<file path="src/rtl/fifo_rd_prefetch.sv">
// ---------------------------------------------------------------------------
// fifo_rd_prefetch
//
// Read-side output stage of the async FIFO, in the rclk domain. It sits
// directly after the read-pointer block. It pops words ahead of the consumer
// into a 2-entry registered buffer (head H, skid S). It then presents them as
// a first-word-fall-through valid/ready stream.
//
// The pop request (rinc) depends only on rempty and local state. Consumer
// ready therefore never reaches the pointer increment combinationally. The
// skid entry still lets the stage sustain one word per cycle.
//
// Optional build macro:
//   FIFO_RD_PF_STALL_CNT_EN - adds the stall_cnt output. The counter is a
//                             saturating count of cycles in which a valid
//                             word waited on an unready consumer.
//
// Parameters:
//   DATA_W  width of FIFO words and dout
//   CNT_W   width of the optional stall counter
//
// Ports:
//   rclk        in   read-domain clock
//   rrst        in   asynchronous active-low reset
//   rempty      in   FIFO empty flag from the read-pointer block
//   rdata       in   memory word at the current read address (valid when !rempty)
//   rinc        out  pop request to the read-pointer block
//   dout        out  head word to the consumer
//   dout_valid  out  dout holds a valid word
//   dout_ready  in   consumer accepts dout this cycle
//   occ         out  buffer occupancy, 0..2
//   stall_cnt   out  stall cycle counter (FIFO_RD_PF_STALL_CNT_EN only)
// ---------------------------------------------------------------------------
module fifo_rd_prefetch #(
    parameter int DATA_W = 8,
    parameter int CNT_W  = 16
) (
    input  logic              rclk,
    input  logic              rrst,
    input  logic              rempty,
    input  logic [DATA_W-1:0] rdata,
    output logic              rinc,
    output logic [DATA_W-1:0] dout,
    output logic              dout_valid,
    input  logic              dout_ready,
    output logic [1:0]        occ
`ifdef FIFO_RD_PF_STALL_CNT_EN
    ,
    output logic [CNT_W-1:0]  stall_cnt
`endif
);

    // The state encoding equals the occupancy, so occ is the state register itself.
    localparam logic [1:0] ST_EMPTY = 2'd0;
    localparam logic [1:0] ST_ONE   = 2'd1;
    localparam logic [1:0] ST_FULL  = 2'd2;

    if (CNT_W < 1) begin : g_bad_cnt_w
        $error("fifo_rd_prefetch: CNT_W must be at least 1");
    end

    logic [1:0]        st, st_nxt;
    logic [DATA_W-1:0] h, h_nxt;
    logic [DATA_W-1:0] s, s_nxt;
    logic              push, pop;

    // rrst gates rinc so that no pop is requested while the stage is held in
    // reset, even when rempty is already low.
    assign rinc       = rrst && !rempty && (st != ST_FULL);
    assign push       = rinc;
    assign dout_valid = (st != ST_EMPTY);
    assign pop        = dout_valid && dout_ready;
    assign dout       = h;
    assign occ        = st;

    always_comb begin
        // NOTE: every output of this block gets a default first, so no path leaves it unassigned and no latch is inferred.
        st_nxt = st;
        h_nxt  = h;
        s_nxt  = s;
        case (st)
            ST_EMPTY: begin
                if (push) begin
                    h_nxt  = rdata;
                    st_nxt = ST_ONE;
                end
            end
            ST_ONE: begin
                if (push && !pop) begin
                    s_nxt  = rdata;
                    st_nxt = ST_FULL;
                end else if (push && pop) begin
                    // Full-throughput case: the head is replaced in place.
                    h_nxt  = rdata;
                end else if (pop) begin
                    st_nxt = ST_EMPTY;
                end
            end
            ST_FULL: begin
                // rinc is low in FULL, so only a pop can happen here.
                if (pop) begin
                    h_nxt  = s;
                    st_nxt = ST_ONE;
                end
            end
            default: st_nxt = ST_EMPTY;
        endcase
    end

    // NOTE: H and S are plain data registers, but they are reset anyway so that dout reads 0 after reset and no stale skid word can resurface.
    always_ff @(posedge rclk or negedge rrst) begin
        if (!rrst) begin
            st <= ST_EMPTY;
            h  <= '0;
            s  <= '0;
        end else begin
            // NOTE: sequential state uses non-blocking assignments so all registers update together from pre-edge values.
            st <= st_nxt;
            h  <= h_nxt;
            s  <= s_nxt;
        end
    end

`ifdef FIFO_RD_PF_STALL_CNT_EN
    // Counts cycles in which a valid word waits on the consumer. The count
    // saturates at all-ones instead of wrapping.
    always_ff @(posedge rclk or negedge rrst) begin
        if (!rrst) begin
            stall_cnt <= '0;
        end else if (dout_valid && !dout_ready && (stall_cnt != {CNT_W{1'b1}})) begin
            stall_cnt <= stall_cnt + 1'b1;
        end
    end
`endif

endmodule

</file>
<file path="config.mk">
export PLATFORM = sky130hd
export DESIGN_NAME = fifo_rd_prefetch
export DESIGN_NICKNAME = d
export VERILOG_FILES = /design/src/rtl/fifo_rd_prefetch.sv
export SDC_FILE = /design/constraint.sdc
export NUM_CORES = 1
export LEC_CHECK = 0
export BUFFER_PORTS_ARGS = -buffer_cell sky130_fd_sc_hd__buf_2
export CAP_MARGIN = 5
export CORE_AREA = 10 10 52 54
export DETAILED_ROUTE_END_ITERATION = 7
export DIE_AREA = 0 0 62 64
export GPL_ROUTABILITY_DRIVEN = 1
export HOLD_SLACK_MARGIN = 0.15
export PLACE_DENSITY = 0.69
export SYNTH_ARGS = -nofsm -noshare
export SYNTH_HDL_FRONTEND = slang
export SYNTH_SLANG_ARGS = --single-unit
export TNS_END_PERCENT = 20
</file>
<file path="constraint.sdc">
create_clock -name rclk -period 2 [get_ports rclk]
set_input_delay 0.4 -clock rclk [delete_from_list [all_inputs] [get_ports rclk]]
set_output_delay 0.4 -clock rclk [all_outputs]
set_load 0.01 [all_outputs]
</file>
# Word level (Yosys, flattened, before mapping)
# Index checks and enable logic that the tools add are counted.
# totals
reg_bits	18
in_bits	12
output_inout_bits	12
word_cells	36
# op_classes
eq_ne	9
n_mux	11
n_reduce_logical	13
# op_table
cell	count
$mux 8	4
$pmux 8 s3	1
$mux 2	5
$ne 2x2->1 const B	5
$ne 3x3->1 const B	2
$pmux 2 s3	1
$logic_and 1x1->1	5
$reduce_and 5->1	1
$reduce_and 4->1	1
$reduce_bool 3->1	1
$eq 2x1->1 const B	1
$eq 2x2->1 const B	1
$logic_not 1->1	2
$logic_not 2->1	1
$reduce_and 2->1	1
$reduce_bool 2->1	1

# Longest topological paths before layout
# Gate-level depths: netlist of the first run.
# depth
depth_word	7
ltp_mapped	4
mapped_depth_nobuf	3

# Least setup slack after synthesis of the first run
# OpenSTA, ideal clock, no wires.
# synth_path
kind	reg-to-reg
start	register st[1] (netlist: occ[1])
end	register h[0] (netlist: dout[0])
arrival_ns	1.353
required_time_ns	1.881
slack_ns	0.528
path_stages_with_launch	5
path_buffers	1
path_cell_list	dfrtp_1 > or3b_1 > buf_6 > o32a_1 > o21a_1
# synth_via
elab_chain_len	6
word_cells_on_any_way	17
cone_classes	eq/ne: 7; mux: 1; reduce/logical: 9
# synth_lines
item	line_no	source
from (decl)	62	logic [1:0] st, st_nxt;
from (signal assigned)	118	st <= st_nxt;
$reduce_bool 2->1	71	assign dout_valid = (st != ST_EMPTY);
$logic_and 1x1->1	72	assign pop = dout_valid && dout_ready;
$logic_not 1->1	89	if (push && !pop) begin
$logic_and 1x1->1	89	
$ne 2x2->1 (no line)	-	
$reduce_and 5->1 (no line)	-	
to (signal assigned)	119	h <= h_nxt;
to (decl)	63	logic [DATA_W-1:0] h, h_nxt;
# Parallel ways exist; a longest one is shown, timed or not.
# A chain may end at the register's enable or synchronous reset.

# Worst setup path in the final report of the first run
# layout_path
start	input rrst
end	register h[6] (netlist: dout[6])
# layout_via
elab_chain_len	5
word_cells_on_any_way	8
cone_classes	eq/ne: 3; reduce/logical: 5
# layout_lines
item	line_no	source
from (decl)	39	input logic rrst,
$logic_and 1x1->1 (*) (2 in series)	69	assign rinc = rrst && !rempty && (st != ST_FULL);
$logic_and 1x1->1 (on tied branches)	92, 89	
$ne 2x2->1 (no line)	-	
$reduce_and 5->1 (no line) (*)	-	
# Every way passes the cells marked *; elsewhere a longest branch is shown, timed or not.

==> out/results.ini, run 1 <==
[status]
status = completed

[placed_design]
port_buffers = 23
gp_congestion = 0.8582
place.detailed.instances = 106
hpwlAfterDp_um = 1376

[die]
dieArea_mm2 = 0.003968
die_width_um = 62
pin_count = 24
floorplan.core_area_mm2 = 0.001708
die-height_um = 64
core.rowCount = 15
start_util = 0.4674

[clocking]
clkTransAtPathRegs_ps = 100
post_cts.repair.setup_buffers = 0
max-clock-path-buffers = 2
h-tree-depth = 1
number_of_sinks_driven_by_the_clock_tree = 18
numCtsBuffers = 3
clock_root_buffer = clkbuf_4
tritoncts = built
worst_skew_pair.late_latency_ps = 290

[setup_path]
crit_chain = dlygate4sd3_1 -> buf_2 -> or3b_1 -> o32a_1 -> o21a_1
required_ps = 2200
cpLargestDelayFamily = buffers and inverters
cp_slowest_cell = or3b_1
crit_fanout = 9
critical_path.n_buffers_inverters = 2
critPathLaunchType = input port
crit_type = in -> reg
crit_arrival_ps = 2100
timing.critical_path.slowest_cell_delay_ps = 540
crit_path_end_kind = flop

[layout]
antennaDiodeCount = 0
seqCellArea_um2 = 450.4
syn2layout_area_growth_pct = 24.29
layout.cells.non_filler = 111
area_occupied_by_multi_input_gates_um2 = 334.1
finish.net_count = 99
nFillCells = 151
finalCoreUtilization = 0.5810
proportion_of_layout_cells_with_a_drive_suffix_above_1 = 0.4535

[timing]
timing.max_slew.rel_slack = 0.7241
finalHoldWorstSlack_ps = 336.5
final_hold_viol_count = 0
max_slew.worst_pin.slew_ps = 412.6
layout_worst_path_cycle_share = 0.9501
fin_worst_skew_ps = 4.003
timing.final.max_slew_violations = 0
finalWorstPathRequiredPeriod_ps = 1900
clock.fmax_ghz = 0.5262
setup-violations-final = 0
grt_setup_unrepaired = false
setup_tns_ps = 0

[synthesis]
synth-seq-area-share = 0.5643
ys_ff_latch = 18
synthesis.instances = 58
synth-warning-count = 0
yosys.area.top_type = dfrtp_1
syn-num-nets = 70
ys_top_cells_by_area = dfrtp_1 56%, o32a_1 10%, mux2_2 9.9%
synth_most_common_cell = dfrtp_1
synth.avg_cell_area_um2 = 13.76
synth_cell_type_count = 19
mappedNetlistArea_um2 = 798.3
yosys.area.top_type_share = 0.5643
synth_flop_cell = dfrtp_1
post_synth_top_cells = 18 x dfrtp_1, 8 x o21a_1, 8 x o32a_1, 7 x mux2_2
postSynth.asyncResetShare = 1.000
synth-edff-count = 0

[grt]
global_route.overflow_total = 0
grt_max_degree = 17
grt_first_pass_wirelength_um = 2967
via_count_of_the_first_global_routing_pass = 654
globalRouteTotalUtil = 0.09697
initial_antenna_violation_count = 0

[pwr]
max-vdd-ir-drop_v = 0.0005870
total_leakage_power_uw = 0.0004413
power_density_mw_per_mm2 = 1041

[route]
route.detailed.wl_per_inst_um = 16.26
drt.antenna.violating_nets = 0
detail_route.drc_violations = 0
drt-initial-drc-count = 11
routed-via-count = 581
pre_antenna_drt_iters = 4
vias_per_cell = 5.234
totalWireLength_um = 1805

[worst_hold_path]
timing.hold.worst.class = in -> reg

[job]
maxCapViolCount = 0

## through the flow
step	cell area, um2	worst slack, ps	power [uW]
6_report	992.2	99.74	1033
3_5_place_dp	943.4	306.6	820.6
4_1_cts	989.7	65.47	1044
3_3_place_gp	943.4	357.9	806.1
2_1_floorplan	798.3	528.1	704.0
5_1_grt	992.2	15.71	1098
## per-layer routing
| metal | up-vias | GRT usage | wire length [um] |
|---|---|---|---|
| met5 | - | 0 | 0 |
| met1 | 284 | 0.1065 | 743 |
| li1 | 280 | - | - |
| met3 | 2 | 0.03755 | 140 |
| met2 | 15 | 0.1590 | 907 |
| met4 | 0 | 0.04190 | 14 |
## what timing repair did
item	CTS	global route
endpoints found under the setup margin	0	2
gates resized for setup	0	1
hold buffers	1	0
endpoints found under the hold margin	18	0
## cells in the final DEF, fill, tap and decap left out, drive strengths merged
cell type    count
a21oi            1
buf             25
clkbuf           4
dfrtp           18
dlygate4sd3      1
mux2             8
mux2i            1
nand2            1
nand2b           2
nand3b           1
nor2b            2
nor3b            1
o21a             8
o21ai            2
o22ai            1
o32a             8
or2              1
or3b             1
## path summary, 6_finish.rpt
check,slack (ps),from,endpoint,cells after the start
min in group asynchronous,450,rrst,occ[1],2
min reg2reg,490,dout[3],dout[3],1
max in group asynchronous,1130,rrst,s[1],3
max reg2reg,390,occ[1],dout[6],3
max,100,rrst,dout[6],5
min,340,rdata[7],s[7],2
## where the power goes
part           leakage [uW]  switching, uW  total, uW  internal (uW)
combinational      0.000209            121        273            152
clock             0.0000210            112        223            111
sequential         0.000212           61.9        537            475
## cell families (layout without fill, tap and decap cells)
family,after synthesis,in the layout,share of synthesized area
compound gates,20,20,0.2163
flops,18,18,0.5643
mux,9,9,0.1254
buf+inv,2,30,0.02037
simple gates,9,9,0.07367
## flip-flops by register name (all words and copies together) (netlist names)
signal	flops
s	8
dout	8
occ	2
## area by class of cell
cell class | instances | share of cell area
Sequential cell | 18 | 0.4540
Multi-Input combinational cell | 38 | 0.3367
Timing Repair Buffer | 26 | 0.1412
Clock buffer | 4 | 0.03657
Tap cell | 25 | 0.03153
No activity file was read; power rests on OpenSTA's default activity.
==> run 2: changes to the inputs <==
--- a/config.mk
+++ b/config.mk
@@ -7,12 +7,13 @@
 export LEC_CHECK = 0
 export BUFFER_PORTS_ARGS = -buffer_cell sky130_fd_sc_hd__buf_2
 export CAP_MARGIN = 5
-export CORE_AREA = 10 10 52 54
+export CORE_AREA = 10 10 54 56
 export DETAILED_ROUTE_END_ITERATION = 7
-export DIE_AREA = 0 0 62 64
+export DIE_AREA = 0 0 64 66
 export GPL_ROUTABILITY_DRIVEN = 1
 export HOLD_SLACK_MARGIN = 0.15
-export PLACE_DENSITY = 0.69
+export PLACE_DENSITY = 0.64
+export REMOVE_ABC_BUFFERS = 1
 export SYNTH_ARGS = -nofsm -noshare
 export SYNTH_HDL_FRONTEND = slang
 export SYNTH_SLANG_ARGS = --single-unit
==> run 2 against run 1 <==
Effect of this change: die area increased by 6.5%; via count increased by 2.4%; sequential power decreased by 0.9%; fmax increased by 17%; design area increased by 1.0%; first-iteration DRC count increased by 18%; non-clock buffer count increased by 1; critical path depth decreased by 2; routed wire length decreased by 3.4%; core utilization decreased by 5.4 points; sequential cell count unchanged; largest power group unchanged.
==> out/results.ini, run 2 (same netlist as run 1, synthesis figures left out) <==
[pwr]
power_density_mw_per_mm2 = 1030
max-vdd-ir-drop_v = 0.0006981
total_leakage_power_uw = 0.0004447
finalPower_uw = 1032

[grt]
globalRouteTotalUtil = 0.08668
initial_antenna_violation_count = 0
grt_first_pass_wirelength_um = 2932
via_count_of_the_first_global_routing_pass = 614
grt_max_degree = 12
global_route.overflow_total = 0

[clocking]
max-clock-path-buffers = 2
numCtsBuffers = 3
clock_root_buffer = clkbuf_4
cts.hold.buffers_added = 2
h-tree-depth = 1
tritoncts = built
post_cts.repair.setup_buffers = 0
clkTransAtPathRegs_ps = 110
number_of_sinks_driven_by_the_clock_tree = 18
post_cts.resized_instances = 0
worst_skew_pair.late_latency_ps = 300

[route]
route.detailed.wl_per_inst_um = 15.30
totalWireLength_um = 1744
vias_per_cell = 5.219
drt-initial-drc-count = 13
drt.antenna.violating_nets = 0
pre_antenna_drt_iters = 4
detail_route.drc_violations = 0
routed-via-count = 595

[placed_design]
gp_congestion = 0.7261
port_buffers = 23
place.detailed.instances = 108
hpwlAfterDp_um = 1281
dpl-instance-area_um2 = 945.9

[timing]
finalWorstPathRequiredPeriod_ps = 1620
setup_tns_ps = 0
final_hold_viol_count = 0
layout_worst_path_cycle_share = 0.8102
timing.final.max_slew_violations = 0
fin_worst_skew_ps = 7.734
max_slew.worst_pin.slew_ps = 512.3
setup-violations-final = 0
clock.fmax_ghz = 0.6171
timing.max_slew.rel_slack = 0.6574
grt_setup_unrepaired = false

[die]
floorplan.core_area_mm2 = 0.001902
core.rowCount = 16
start_util = 0.4197
die_width_um = 64
pin_count = 24
dieArea_mm2 = 0.004224
die-height_um = 66

[layout]
layout.cells.non_filler = 114
area_occupied_by_multi_input_gates_um2 = 331.6
seqCellArea_um2 = 450.4
proportion_of_layout_cells_with_a_drive_suffix_above_1 = 0.4368
finalCoreUtilization = 0.5270
final_area_mm2 = 0.001002
layout.cells.most_common = buf_2
syn2layout_area_growth_pct = 25.55
nFillCells = 192
antennaDiodeCount = 0
final_cell_mix = 23 x buf_2, 18 x dfrtp_1, 8 x o32a_1, 8 x o21a_1, 7 x mux2_2
finish.net_count = 100

[setup_path]
crit_fanout = 9
crit_arrival_ps = 1810
required_ps = 2190
critPathLaunchType = flop
crit_path_end_kind = flop
crit_type = reg -> reg

[worst_hold_path]
timing.hold.worst.class = in -> reg

[job]
maxCapViolCount = 0

[status]
status = completed

run 2: layer usage:
layer / global-route usage / up-vias / part of all wire
met5: 0 / - / 0
met4: 0.03279 / 0 / 0.0097
met3: 0.05085 / 4 / 0.088
met2: 0.1294 / 18 / 0.44
met1: 0.09990 / 292 / 0.46
li1: - / 281 / -
run 2: cell type report:
cell class              instances  area share
multi-input cells              38      0.3308
clock buffers                   4     0.03620
repair buffers                 27      0.1498
well taps                      27     0.03371
flip-flops and latches         18      0.4494
run 2: worst paths after layout:
path | from | depth (start not counted) | slack [ps] | end
hold reg to reg | dout[3] | 1 | 490 | dout[3]
hold / removal | rdata[7] | 2 | 320 | s[7]
max in group asynchronous | rrst | 3 | 940 | s[4]
setup / recovery | occ[1] | 3 | 380 | dout[1]
setup reg to reg | occ[1] | 3 | 380 | dout[1]
min in group asynchronous | rrst | 2 | 540 | occ[0]
run 2: per-stage QoR:
step,hold slack (ps),worst slack [ps]
after floorplan,104.4,179.0
after global placement,255.9,270.1
after detailed placement,261.7,241.0
after CTS,310.0,372.9
after global routing,331.7,277.0
final,316.7,379.5
run 2: worst max-delay path: stages, from the launching register on:
cell and delay, ps:
dfrtp_1 470, or3b_1 580, o32a_1 350, o21a_1 110
run 2: report_power, final:
part           internal [uW]  leakage, uW  switching [uW]
clock                    111    0.0000210             119
sequential               475     0.000212            56.8
combinational            153     0.000212             118
